### src/rtl/power_meter_pkg.sv
// power_meter_pkg: shared state type, default colours and bar geometry helper for power_meter
package power_meter_pkg;
   typedef enum logic [1:0] {PM_IDLE, PM_CHARGE, PM_HOLD} pm_state_t;
   localparam logic [11:0] PM_FILL_RGB = 12'hF00;
   localparam logic [11:0] PM_BORDER_RGB = 12'h00F;
   localparam int PM_CW = 12;
   function automatic logic pm_in_span(input logic [PM_CW-1:0] v, input logic [PM_CW-1:0] lo, input logic [PM_CW-1:0] len);
      return v >= lo && v < lo + len;
   endfunction
endpackage

### src/rtl/vga_if.sv
// vga_if: VGA timing and colour bundle passed between overlay stages
interface vga_if;
   logic [10:0] hcount;
   logic [10:0] vcount;
   logic hsync;
   logic vsync;
   logic hblnk;
   logic vblnk;
   logic [11:0] rgb;
   modport vga_in(input hcount, vcount, hsync, vsync, hblnk, vblnk, rgb);
   modport vga_out(output hcount, vcount, hsync, vsync, hblnk, vblnk, rgb);
endinterface

### src/rtl/power_meter_ctrl.sv
// power_meter_ctrl: charge FSM, step/level/hold counters and force latch; POWER_METER_PINGPONG_EN makes the level bounce
module power_meter_ctrl
   import power_meter_pkg::*;
#(
   parameter int MAX_LEVEL = 122,
   parameter int STEP_INTERVAL = 1_234_177,
   parameter int HOLD_FRAMES = 30,
   parameter int FORCE_W = $clog2(MAX_LEVEL + 1)
) (
   input  logic clk,
   input  logic rst,
   input  logic charge_btn,
   input  logic arm,
   input  logic vblnk,
   output logic [FORCE_W-1:0] level,
   output logic [FORCE_W-1:0] force_level,
   output logic force_valid,
   output logic meter_busy
);
   localparam int TW = STEP_INTERVAL > 1 ? $clog2(STEP_INTERVAL) : 1;
   localparam int HW = HOLD_FRAMES > 0 ? $clog2(HOLD_FRAMES + 1) : 1;
   localparam logic [FORCE_W-1:0] LMAX = FORCE_W'(MAX_LEVEL);
   pm_state_t state_q, state_d;
   logic [TW-1:0] tick_q, tick_d;
   logic [FORCE_W-1:0] level_q, level_d, force_q, force_d, level_step;
   logic [HW-1:0] hold_q, hold_d;
   logic valid_q, valid_d, busy_q, busy_d, btn_prev_q, vblnk_prev_q;
   logic press, rel, wrap, rise;
`ifdef POWER_METER_PINGPONG_EN
   logic up_q, up_d, up_step;
`endif

   // level after one step: bounce between 0 and MAX_LEVEL, or saturate at MAX_LEVEL
   always_comb begin
`ifdef POWER_METER_PINGPONG_EN
      up_step = up_q;
      level_step = up_q ? level_q + 1'b1 : level_q - 1'b1;
      if (up_q && level_q == LMAX) begin
         level_step = LMAX - 1'b1;
         up_step = 1'b0;
      end else if (!up_q && level_q == '0) begin
         level_step = FORCE_W'(1);
         up_step = 1'b1;
      end
`else
      level_step = level_q == LMAX ? level_q : level_q + 1'b1;
`endif
   end

   // FSM next state, counters and force latch; release beats abort
   always_comb begin
      press = charge_btn & ~btn_prev_q;
      rel = ~charge_btn & btn_prev_q;
      wrap = tick_q == TW'(STEP_INTERVAL - 1);
      rise = vblnk & ~vblnk_prev_q;
      state_d = state_q;
      tick_d = tick_q;
      level_d = level_q;
      force_d = force_q;
      hold_d = hold_q;
      valid_d = 1'b0;
`ifdef POWER_METER_PINGPONG_EN
      up_d = up_q;
`endif
      case (state_q)
         PM_IDLE: begin
            level_d = '0;
            if (press && arm) begin
               state_d = PM_CHARGE;
               tick_d = '0;
`ifdef POWER_METER_PINGPONG_EN
               up_d = 1'b1;
`endif
            end
         end
         PM_CHARGE: begin
            if (rel) begin
               state_d = PM_HOLD;
               force_d = level_q;
               valid_d = 1'b1;
               hold_d = '0;
            end else if (!arm) begin
               state_d = PM_IDLE;
               level_d = '0;
            end else begin
               tick_d = wrap ? '0 : tick_q + 1'b1;
               level_d = wrap ? level_step : level_q;
`ifdef POWER_METER_PINGPONG_EN
               up_d = wrap ? up_step : up_q;
`endif
            end
         end
         PM_HOLD: begin
            hold_d = rise ? hold_q + 1'b1 : hold_q;
            if (hold_d >= HW'(HOLD_FRAMES)) state_d = PM_IDLE;
         end
         default: state_d = PM_IDLE;
      endcase
      busy_d = state_d != PM_IDLE;
   end

   // state and output registers with synchronous reset
   always_ff @(posedge clk) begin
      if (rst) begin
         state_q <= PM_IDLE;
         tick_q <= '0;
         level_q <= '0;
         force_q <= '0;
         hold_q <= '0;
         valid_q <= 1'b0;
         busy_q <= 1'b0;
         btn_prev_q <= 1'b0;
         vblnk_prev_q <= 1'b0;
`ifdef POWER_METER_PINGPONG_EN
         up_q <= 1'b1;
`endif
      end else begin
         state_q <= state_d;
         tick_q <= tick_d;
         level_q <= level_d;
         force_q <= force_d;
         hold_q <= hold_d;
         valid_q <= valid_d;
         busy_q <= busy_d;
         btn_prev_q <= charge_btn;
         vblnk_prev_q <= vblnk;
`ifdef POWER_METER_PINGPONG_EN
         up_q <= up_d;
`endif
      end
   end

   assign level = level_q;
   assign force_level = force_q;
   assign force_valid = valid_q;
   assign meter_busy = busy_q;
endmodule

### src/rtl/power_meter.sv
// power_meter: charge-and-release force gauge drawn as a bordered bar on the VGA stream; POWER_METER_PINGPONG_EN selects a bouncing level
module power_meter
   import power_meter_pkg::*;
#(
   parameter int X_START = 876,
   parameter int Y_START = 400,
   parameter int BAR_W = 128,
   parameter int BAR_H = 21,
   parameter int BORDER = 3,
   parameter int MAX_LEVEL = 122,
   parameter int STEP_INTERVAL = 1_234_177,
   parameter int HOLD_FRAMES = 30,
   parameter logic [11:0] FILL_RGB = PM_FILL_RGB,
   parameter logic [11:0] BORDER_RGB = PM_BORDER_RGB,
   parameter int FORCE_W = $clog2(MAX_LEVEL + 1)
) (
   input  logic clk,
   input  logic rst,
   input  logic charge_btn,
   input  logic arm,
   output logic [FORCE_W-1:0] force_level,
   output logic force_valid,
   output logic meter_busy,
   vga_if.vga_in vga_in,
   vga_if.vga_out vga_out
);
   localparam logic [PM_CW-1:0] XS = PM_CW'(X_START);
   localparam logic [PM_CW-1:0] YS = PM_CW'(Y_START);
   localparam logic [PM_CW-1:0] BW = PM_CW'(BAR_W);
   localparam logic [PM_CW-1:0] BH = PM_CW'(BAR_H);
   localparam logic [PM_CW-1:0] XI = PM_CW'(X_START + BORDER);
   localparam logic [PM_CW-1:0] YI = PM_CW'(Y_START + BORDER);
   localparam logic [PM_CW-1:0] IW = PM_CW'(BAR_W - 2 * BORDER);
   localparam logic [PM_CW-1:0] IH = PM_CW'(BAR_H - 2 * BORDER);
   logic [FORCE_W-1:0] level;
   logic [PM_CW-1:0] h, v;
   logic frame, border, fill;
   logic [11:0] rgb_d, rgb_q;
   logic [10:0] hcount_q, vcount_q;
   logic hsync_q, vsync_q, hblnk_q, vblnk_q;

   power_meter_ctrl #(
      .MAX_LEVEL(MAX_LEVEL),
      .STEP_INTERVAL(STEP_INTERVAL),
      .HOLD_FRAMES(HOLD_FRAMES),
      .FORCE_W(FORCE_W)
   ) u_ctrl (
      .clk(clk),
      .rst(rst),
      .charge_btn(charge_btn),
      .arm(arm),
      .vblnk(vga_in.vblnk),
      .level(level),
      .force_level(force_level),
      .force_valid(force_valid),
      .meter_busy(meter_busy)
   );

   // bar overlay: fill over border over the incoming pixel, only while charging or holding
   always_comb begin
      h = PM_CW'(vga_in.hcount);
      v = PM_CW'(vga_in.vcount);
      frame = pm_in_span(h, XS, BW) && pm_in_span(v, YS, BH);
      border = frame && !(pm_in_span(h, XI, IW) && pm_in_span(v, YI, IH));
      fill = frame && !border && (h - XI) < PM_CW'(level);
      rgb_d = !meter_busy ? vga_in.rgb : fill ? FILL_RGB : border ? BORDER_RGB : vga_in.rgb;
   end

   // one-cycle aligned VGA register stage
   always_ff @(posedge clk) begin
      if (rst) begin
         hcount_q <= '0;
         vcount_q <= '0;
         hsync_q <= 1'b0;
         vsync_q <= 1'b0;
         hblnk_q <= 1'b0;
         vblnk_q <= 1'b0;
         rgb_q <= '0;
      end else begin
         hcount_q <= vga_in.hcount;
         vcount_q <= vga_in.vcount;
         hsync_q <= vga_in.hsync;
         vsync_q <= vga_in.vsync;
         hblnk_q <= vga_in.hblnk;
         vblnk_q <= vga_in.vblnk;
         rgb_q <= rgb_d;
      end
   end

   assign vga_out.hcount = hcount_q;
   assign vga_out.vcount = vcount_q;
   assign vga_out.hsync = hsync_q;
   assign vga_out.vsync = vsync_q;
   assign vga_out.hblnk = hblnk_q;
   assign vga_out.vblnk = vblnk_q;
   assign vga_out.rgb = rgb_q;
endmodule

### src/flat_wrapper.sv
// flat-port wrapper written by rule: the top's interface ports become plain ports
module power_meter_flat import power_meter_pkg::*;
#(
   parameter int X_START = 876,
   parameter int Y_START = 400,
   parameter int BAR_W = 128,
   parameter int BAR_H = 21,
   parameter int BORDER = 3,
   parameter int MAX_LEVEL = 122,
   parameter int STEP_INTERVAL = 1_234_177,
   parameter int HOLD_FRAMES = 30,
   parameter logic [11:0] FILL_RGB = PM_FILL_RGB,
   parameter logic [11:0] BORDER_RGB = PM_BORDER_RGB,
   parameter int FORCE_W = $clog2(MAX_LEVEL + 1)
)
  (clk, rst, charge_btn, arm, force_level, force_valid, meter_busy, vga_in_hcount, vga_in_vcount, vga_in_hsync, vga_in_vsync, vga_in_hblnk, vga_in_vblnk, vga_in_rgb, vga_out_hcount, vga_out_vcount, vga_out_hsync, vga_out_vsync, vga_out_hblnk, vga_out_vblnk, vga_out_rgb);
  vga_if vga_in_i ();
  vga_if vga_out_i ();
  input  logic clk;
  input  logic rst;
  input  logic charge_btn;
  input  logic arm;
  output logic [FORCE_W-1:0] force_level;
  output logic force_valid;
  output logic meter_busy;
  input wire logic [$bits(vga_in_i.hcount)-1:0] vga_in_hcount;
  input wire logic [$bits(vga_in_i.vcount)-1:0] vga_in_vcount;
  input wire logic [$bits(vga_in_i.hsync)-1:0] vga_in_hsync;
  input wire logic [$bits(vga_in_i.vsync)-1:0] vga_in_vsync;
  input wire logic [$bits(vga_in_i.hblnk)-1:0] vga_in_hblnk;
  input wire logic [$bits(vga_in_i.vblnk)-1:0] vga_in_vblnk;
  input wire logic [$bits(vga_in_i.rgb)-1:0] vga_in_rgb;
  output wire logic [$bits(vga_out_i.hcount)-1:0] vga_out_hcount;
  output wire logic [$bits(vga_out_i.vcount)-1:0] vga_out_vcount;
  output wire logic [$bits(vga_out_i.hsync)-1:0] vga_out_hsync;
  output wire logic [$bits(vga_out_i.vsync)-1:0] vga_out_vsync;
  output wire logic [$bits(vga_out_i.hblnk)-1:0] vga_out_hblnk;
  output wire logic [$bits(vga_out_i.vblnk)-1:0] vga_out_vblnk;
  output wire logic [$bits(vga_out_i.rgb)-1:0] vga_out_rgb;
  assign vga_in_i.hcount = vga_in_hcount;
  assign vga_in_i.vcount = vga_in_vcount;
  assign vga_in_i.hsync = vga_in_hsync;
  assign vga_in_i.vsync = vga_in_vsync;
  assign vga_in_i.hblnk = vga_in_hblnk;
  assign vga_in_i.vblnk = vga_in_vblnk;
  assign vga_in_i.rgb = vga_in_rgb;
  assign vga_out_hcount = vga_out_i.hcount;
  assign vga_out_vcount = vga_out_i.vcount;
  assign vga_out_hsync = vga_out_i.hsync;
  assign vga_out_vsync = vga_out_i.vsync;
  assign vga_out_hblnk = vga_out_i.hblnk;
  assign vga_out_vblnk = vga_out_i.vblnk;
  assign vga_out_rgb = vga_out_i.rgb;
  power_meter #(.X_START(X_START), .Y_START(Y_START), .BAR_W(BAR_W), .BAR_H(BAR_H), .BORDER(BORDER), .MAX_LEVEL(MAX_LEVEL), .STEP_INTERVAL(STEP_INTERVAL), .HOLD_FRAMES(HOLD_FRAMES), .FILL_RGB(FILL_RGB), .BORDER_RGB(BORDER_RGB), .FORCE_W(FORCE_W)) u_core (.clk(clk), .rst(rst), .charge_btn(charge_btn), .arm(arm), .force_level(force_level), .force_valid(force_valid), .meter_busy(meter_busy), .vga_in(vga_in_i), .vga_out(vga_out_i));
endmodule
### config.mk
export PLATFORM = sky130hd
export DESIGN_NAME = power_meter_flat
export DESIGN_NICKNAME = d
export VERILOG_FILES = /design/src/rtl/power_meter_pkg.sv /design/src/rtl/vga_if.sv /design/src/rtl/power_meter_ctrl.sv /design/src/rtl/power_meter.sv /design/src/flat_wrapper.sv
export SDC_FILE = /design/constraint.sdc
export NUM_CORES = 1
export LEC_CHECK = 0
export ABC_CLOCK_PERIOD_IN_PS = 2490
export CORE_MARGIN = 1
export CORE_UTILIZATION = 46
export DETAILED_ROUTE_END_ITERATION = 16
export PLACE_DENSITY = 0.85
export SLEW_MARGIN = 20
export SYNTH_ARGS = -nofsm -noshare
export SYNTH_HDL_FRONTEND = slang
export SYNTH_HIERARCHICAL = 1
export SYNTH_SLANG_ARGS = --single-unit
### constraint.sdc
create_clock -name clk -period 2.49 [get_ports clk]
set_clock_uncertainty 0.1 [all_clocks]
set_input_delay 0.6225 -clock clk [delete_from_list [all_inputs] [get_ports clk]]
set_output_delay 0.6225 -clock clk [all_outputs]
set_load 0.03 [all_outputs]
==> out/summary.md, run 1 <==
The run finished with clean final reports. The run gives 2.82 mW as the sum of internal, switching and leakage power. The power per standard cell area was 514 mW/mm^2; the design area was 0.00550 sq mm. STA classifies the critical path startpoint as an input port. Synthesis produced 447 cells.

The via count of the first global-routing pass was 3665. The final period demand of the worst path was 2470 ps; the number of endpoints with negative hold slack in the final report was 0. The proportion of synthesized chip area in sequential cells is 0.417, and the post-detailed-route wirelength per cell is 15.6 microns. Reg-to-reg startpoint: u_core/u_ctrl/tick_q[0]. The overall die area came out at 0.00915 sq mm. Worst min-delay path endpoint: u_core/u_ctrl/force_level[2].

In this run the cell area measured after placement is 0.00526 sq mm. The headroom to the max-slew limit was 0.650. Largest fanout on the critical path: 6. The run gives 0 as the remaining number of nets flagged by the antenna check after routing. The tools report the number of optimization iterations in the first detailed-route pass as 4. Transition time at the pin with the least slew margin: 517 ps. The core utilization of the finished layout was 0.659; the fill cell instance count of the final layout was 655.

The number of nets produced by synthesis is 502. The class of the most critical setup path is in -> reg. Unique cell type count in the Yosys netlist: 77. Prior to clock tree synthesis, the placed netlist has a worst setup slack of -679 ps.

The number of clock sinks seen by CTS came out at 84. In the synthesized netlist the dominant register cell turns out to be dfxtp_1. The floorplan has 33 rows.

Leaving out fill and tap cells, the most frequent cells in the layout are dfxtp_1, clkdlybuf4s50_1, buf_4, a21oi_1. Counting flops with a built-in enable in the synthesized netlist gives 0. TritonCTS built the clock tree. The fraction of the cycle the final worst path needs is 0.992. The analysis attributes to cell leakage a power of 2.09 nW. The async set-or-reset flop fraction in the synthesized netlist is 0, and the post-synthesis sequential element count is 84.

Clock tree root driver cell: clkbuf_8. The starting density of the core was 0.484. The H-tree depth is 3. Entering global routing, the biggest net connects 31 pins.

89 I/O pins were placed. Total global routing track utilization: 0.240. The share of layout cells above drive strength 1 is 0.167, and the width of the chip is 95.6 microns. STA classifies the critical path endpoint as a register. The most common library cell in the layout ignoring fill and taps is dfxtp_1.

The Yosys step of the flow raised 6 warnings. For this run, the post-layout net count is 625. The congestion estimate from routability-driven global placement came to 0.879. The source of the worst hold timing path was u_core/u_ctrl/force_level[2]. The final setup slack of the worst path was 20.2 ps. For the maximum ir drop on the vdd rail, the log shows 0.263 mV. The final number of max-transition violations is 0. For flop-to-flop paths, the worst setup slack is 160 ps. After clock tree synthesis, the setup repair step added 0 buffers. The area growth from synthesis to layout is 36.2%.

For this block, the initial DRC count from the detailed router was 212. Maximum root-to-sink buffer count: 2. Clock-pin slew was measured on the worst setup and hold paths at 100 ps. The source-to-sink clock delay at the later pin of the worst-skew pair is 370 ps. The routed wire length was 10.6 mm. After global routing the overflow that remains totals 0. In this run the standard cell core region covers 0.00834 sq mm. The wire length of the first global-routing pass was 17.1 mm. The initial antenna violation count is 0. The TritonCTS buffer count is 9, and the path depth of the worst reg2reg path is 8. The peak clock frequency supported by timing was 405 MHz. The worst hold path was traced through 2 stages. The count of inserted antenna diode cells is 0, and the number of design rule violations left after detail routing is 0. Setup violations remaining at the end of the flow were counted as 0. The total of buffers placed on input and output ports is 88.

Using the TritonRoute via totals, the vias-per-cell ratio works out to 5.62. Summed instance area of the synthesized netlist: 0.00403 sq mm. Data on the critical path arrives at its endpoint at 2620 ps. The tools report the endpoint of the worst register-to-register path as u_core/u_ctrl/tick_q[19]. The final route contains 3824 vias. For the required time at the worst-slack endpoint, the log shows 2640 ps. Measured along the y axis, the die boundary spans 95.6 microns.

The number of max-cap violations was 0. In this run the worst hold path is classified as reg -> reg. The run gives 7.64 mm as the half-perimeter wire length after detailed placement. The average instance area after synthesis works out to 9.02 sq um.
[layout make-up]
| cell class | count | area, sq um | area share |
|---|---|---|---|
| sequential | 84 | 1680 | 0.306 |
| clock inverter | 7 | 80.1 | 0.0146 |
| multi-input combinational | 326 | 2220 | 0.403 |
| tap | 105 | 131 | 0.0239 |
| timing repair buffer | 133 | 1200 | 0.219 |
| inverter | 16 | 60.1 | 0.0109 |
| clock buffer | 9 | 124 | 0.0225 |
[cell usage after synthesis, types with 7 or more instances]
cell type,instances,area [sq um]
inv_1,16,60.1
nor3_1,8,40.0
nor2_1,25,93.8
nand4_1,12,75.1
nor2b_1,32,200
ha_1,13,163
nand2b_1,7,43.8
xor2_1,9,78.8
nand3_1,18,90.1
clkbuf_1,11,41.3
nand2_1,32,120
dfxtp_1,84,1680
a21oi_1,39,195
o21ai_0,13,65.1
nor3b_1,7,52.6
[worst max-delay path, cell delays in order]
cell             delay [ps]
clkdlybuf4s50_1         520
and4bb_1                320
o211ai_1                110
or4b_1                  570
buf_4                   190
o21ai_0                 200
a21oi_1                 100
[sequential cells by signal, indices dropped and copies added (netlist names), 2 cells and up]
signal and flops:
u_core/u_ctrl/state_q 2, u_core/vga_out.vcount 11, u_core/u_ctrl/hold_q 5, u_core/u_ctrl/level 7, u_core/vga_out.rgb 12, u_core/u_ctrl/force_level 7, u_core/u_ctrl/tick_q 21, u_core/vga_out.hcount 11
[worst max path at each step]
| stage | start | endpoint | slack, ps | depth (start not counted) |
|---|---|---|---|---|
| after floorplan | vga_in_hcount[0] | u_core/vga_out.rgb[4] | 20 | 10 |
| after global placement | vga_in_hcount[1] | u_core/vga_out.rgb[4] | -580 | 12 |
| after detailed placement | vga_in_hcount[0] | u_core/vga_out.rgb[6] | -680 | 12 |
| after CTS | vga_in_hcount[1] | u_core/vga_out.rgb[7] | 30 | 12 |
| after global routing | vga_in_vcount[8] | u_core/vga_out.rgb[0] | -20 | 7 |
| final | vga_in_hcount[10] | u_core/vga_out.rgb[0] | 20 | 7 |
[what timing repair did]
item | 4_1_cts | 5_1_grt
hold buffers | 0 | 0
setup endpoints to repair | 12 | 19
pin swaps | 4 | 2
resized for setup | 14 | 12
[report_power, final]
group	switching (mW)	internal, mW	total, mW
logic	0.215	0.202	0.417
clock network	0.541	0.476	1.02
registers	0.0125	1.38	1.39
[layer usage]
metal	vias up	part of all wire	wire length [microns]	track usage
met1	1823	0.43	4580	0.281
met4	0	0.016	172	0.0883
met5	-	0	0	0
met3	15	0.056	599	0.0486
met2	118	0.50	5260	0.431
li1	1868	-	-	-
[stage by stage]
step                      cells  TNS, ps  hold slack, ps
after detailed placement    664    -8200             360
final                       680        0             371
after global placement      664    -6650             348
after floorplan             447        0             348
after global routing        680    -16.8             394
after CTS                   680        0             372
[cell families (layout without fill, tap and decap cells)]
family	after synthesis	count (layout)	synth area share
mux	6	6	0.0152
buf+inv	37	165	0.0456
simple gates	196	196	0.294
fa+ha+maj	14	14	0.0428
flops	84	84	0.417
compound gates	98	98	0.159
xor+xnor	12	12	0.0261
Note: power is estimated with default switching activity, not from simulation.
==> run 2: changes to the inputs <==
--- a/config.mk
+++ b/config.mk
@@ -5,10 +5,10 @@
 export SDC_FILE = /design/constraint.sdc
 export NUM_CORES = 1
 export LEC_CHECK = 0
-export ABC_CLOCK_PERIOD_IN_PS = 2490
 export CORE_MARGIN = 1
 export CORE_UTILIZATION = 46
 export DETAILED_ROUTE_END_ITERATION = 16
+export GPL_TIMING_DRIVEN = 0
 export PLACE_DENSITY = 0.85
 export SLEW_MARGIN = 20
 export SYNTH_ARGS = -nofsm -noshare
==> run 2 against run 1 <==
  * Critical path depth rose by 1
  * Largest cell class unchanged
  * Clock power about the same
  * Highest routed layer unchanged
  * Die area unchanged
  * Flip-flop and latch count unchanged
  * Final cell count decreased by 3.5%
  * Wire length is 3.2% lower
  * Non-clock buffer count decreased by 24
==> out/summary.md, run 2 (synthesized netlist as in run 1, its figures left out) <==
Number of optimization iterations in the first detailed-route pass: 4. The library cells used most frequently in the layout, excluding fill and tap cells, are dfxtp_1, clkdlybuf4s50_1, a21oi_1, nor2b_1, nand2_1. The run gives 2590 ps as the arrival time reported for the critical path endpoint. The source-to-sink clock delay at the later pin of the worst-skew pair is 360 ps, and the detailed-route via count is 3710. The first global-routing pass estimated 15.9 mm of wire.

For the pin with the worst max-slew slack, the measured transition is 711 ps. The die is 95.6 microns tall. The region available for standard cell placement spans 0.00834 sq mm.

The fraction of the cycle the final worst path needs is 0.977. The flow ran to the end, and the final reports show no timing, DRC or antenna violations. Maximum root-to-sink buffer count: 2. In the routed design, unresolved DRC markers number 0. The DRC marker count from the first detailed-route iteration came out at 243. Setup violations remaining at the end of the flow were counted as 0.

The startpoint identified for the worst hold timing path is u_core/u_ctrl/force_level[2]. The worst register-to-register path has a setup slack of 210 ps. The floorplan step defined a die boundary enclosing 0.00915 sq mm.

Walking the worst path, the cells encountered are clkdlybuf4s50_1 > and4bb_1 > o211ai_1 > or4b_4 > buf_6 > or2_1 > buf_6 > o211a_1. Leaving out filler cells and counting taps, the final layout contains 656. The most used cell along the critical path was buf_6. The count of inserted antenna diode cells came out at 0. The routed design has 10.3 mm of wire. The endpoint class of the critical path was a register.

The tree is rooted in a clkbuf_8. The run gives 0 as the number of endpoints with negative hold slack in the final report. Entering global routing, the biggest net connects 16 pins. The logs give 0 for the hold buffer count at CTS and 601 for the net count of the finished layout. Routability-driven placement finished with a final weighted congestion of 0.809. The register with the most flip-flops in the final layout is u_core/u_ctrl/tick_q.

The site row count is 33. For the top-level I/O count, the log shows 89. The run gives -950 ps as the worst setup slack before clock tree synthesis. For the total global routing track utilization, the log shows 0.222.

The final number of max-transition violations is 0. The logs give 0.296 mV for the maximum ir drop on the vdd rail and 2640 ps for the required time at the worst-slack endpoint. Final period demand of the worst path: 2430 ps. For this design the ratio of total power to cell area is 518 mW/mm^2. The peak clock frequency supported by timing is 411 MHz.

The most common library cell in the layout ignoring fill and taps is dfxtp_1. The worst path meets setup with 57.8 ps of slack. The class of the most critical setup path was in -> reg.

For the half-perimeter wire length after detailed placement, the log shows 7.33 mm. For the number of clock sinks seen by CTS, the log shows 84. The core utilization of the finished layout came out at 0.640. The tools report the H-tree depth as 3. The tools report the number of max-cap violations as 0. Summed over all cells, the static leakage comes to 1.98 nW. Critical path's largest stage delay: 530 ps. After detailed routing, the number of vias per cell comes to 5.66.

The endpoint identified for the worst register-to-register timing path is u_core/u_ctrl/tick_q[3]. TritonCTS built the clock tree. The run gives 3387 as the via count of the first global-routing pass. The headroom to the max-slew limit was 0.525; the growth of design area from synthesis to finish was 32.4%. Initial antenna violation count: 0. Type of element launching the critical path: an input port. Setup repair after global routing could not meet its margin everywhere.

Starting density of the core: 0.484. The tightest min-delay check is of the reg -> reg type. The path depth of the worst reg2reg path is 5.

The total of buffers placed on input and output ports was 86. Global routing finished with a remaining overflow of 0. The number of clock buffers added by TritonCTS is 9. For the number of cells in the design after placement, the log shows 638. The run gives 0 as the remaining number of nets flagged by the antenna check after routing.

The share of layout cells above drive strength 1 came out at 0.123. The width of the chip came out at 95.6 microns. The slowest stage of the critical path is the or4b_4 cell. The clock-pin slew on the worst setup and hold paths came out at 90 ps. The worst register-to-register path begins at u_core/u_ctrl/tick_q[4]. In this run the worst setup path terminates at u_core/vga_out.rgb[10]. The register with the most flip-flops in the layout has 21 of them. Post-detailed-route wirelength per cell: 15.7 microns.

The largest fanout on the critical path was 8. In this run the worst setup path begins at vga_in_vcount[7].
==> run 2: where the power goes <==
part | switching, mW | internal, mW | leakage (nW)
combinational | 0.212 | 0.176 | 1.20
clock | 0.514 | 0.473 | 0.0935
sequential | 0.0101 | 1.38 | 0.688
total | 0.736 | 2.03 | 1.98
==> run 2: what timing repair did <==
item | CTS | global route
gates resized for setup | 27 | 25
buffers inserted | 1 | 2
pin swaps | 3 | 9
setup endpoints to repair | 12 | 25
hold endpoints to repair | 0 | 0
gates cloned | 0 | 0
==> run 2: critical path: cells and delay by family <==
family / cells / cell delay, ps
buffers and inverters: 3 / 780
AND/OR/NAND/NOR: 3 / 940
AO/OA/AOI/OAI: 2 / 240
==> run 2: layout make-up <==
class / instances / area, sq um
Timing Repair Buffer: 89 / 876
Tap cell: 105 / 131
Buffer: 20 / 128
Clock inverter: 6 / 71.3
Clock buffer: 10 / 128
Multi-Input combinational cell: 326 / 2260
Inverter: 16 / 60.1
Sequential cell: 84 / 1680
Fill cell: 656 / 3000
==> run 2: how the worst min path moves through the flow <==
stage / end / slack, ps / depth (start not counted)
floorplan: u_core/u_ctrl/tick_q[20] / 350 / 2
global placement: u_core/u_ctrl/force_level[4] / 350 / 2
detailed placement: u_core/u_ctrl/force_level[5] / 350 / 2
CTS: u_core/u_ctrl/force_level[5] / 370 / 2
global route: u_core/u_ctrl/force_level[5] / 400 / 2
finish: u_core/u_ctrl/force_level[2] / 370 / 2
==> run 2: metal layers <==
metal	up-vias	track usage	part of all wire
li1	1812	-	-
met1	1747	0.274	0.42
met2	138	0.389	0.50
met3	13	0.0447	0.066
met4	0	0.0659	0.010
met5	-	0	0
==> run 2: stage by stage <==
stage,power (mW),hold WS [ps],setup TNS [ps],area (sq um)
floorplan,1.61,348,0,4040
global placement,1.79,348,-14940,5030
detailed placement,1.80,354,-18610,5030
CTS,2.78,367,0,5270
global route,2.87,396,-20.5,5340
finish,2.76,366,0,5340
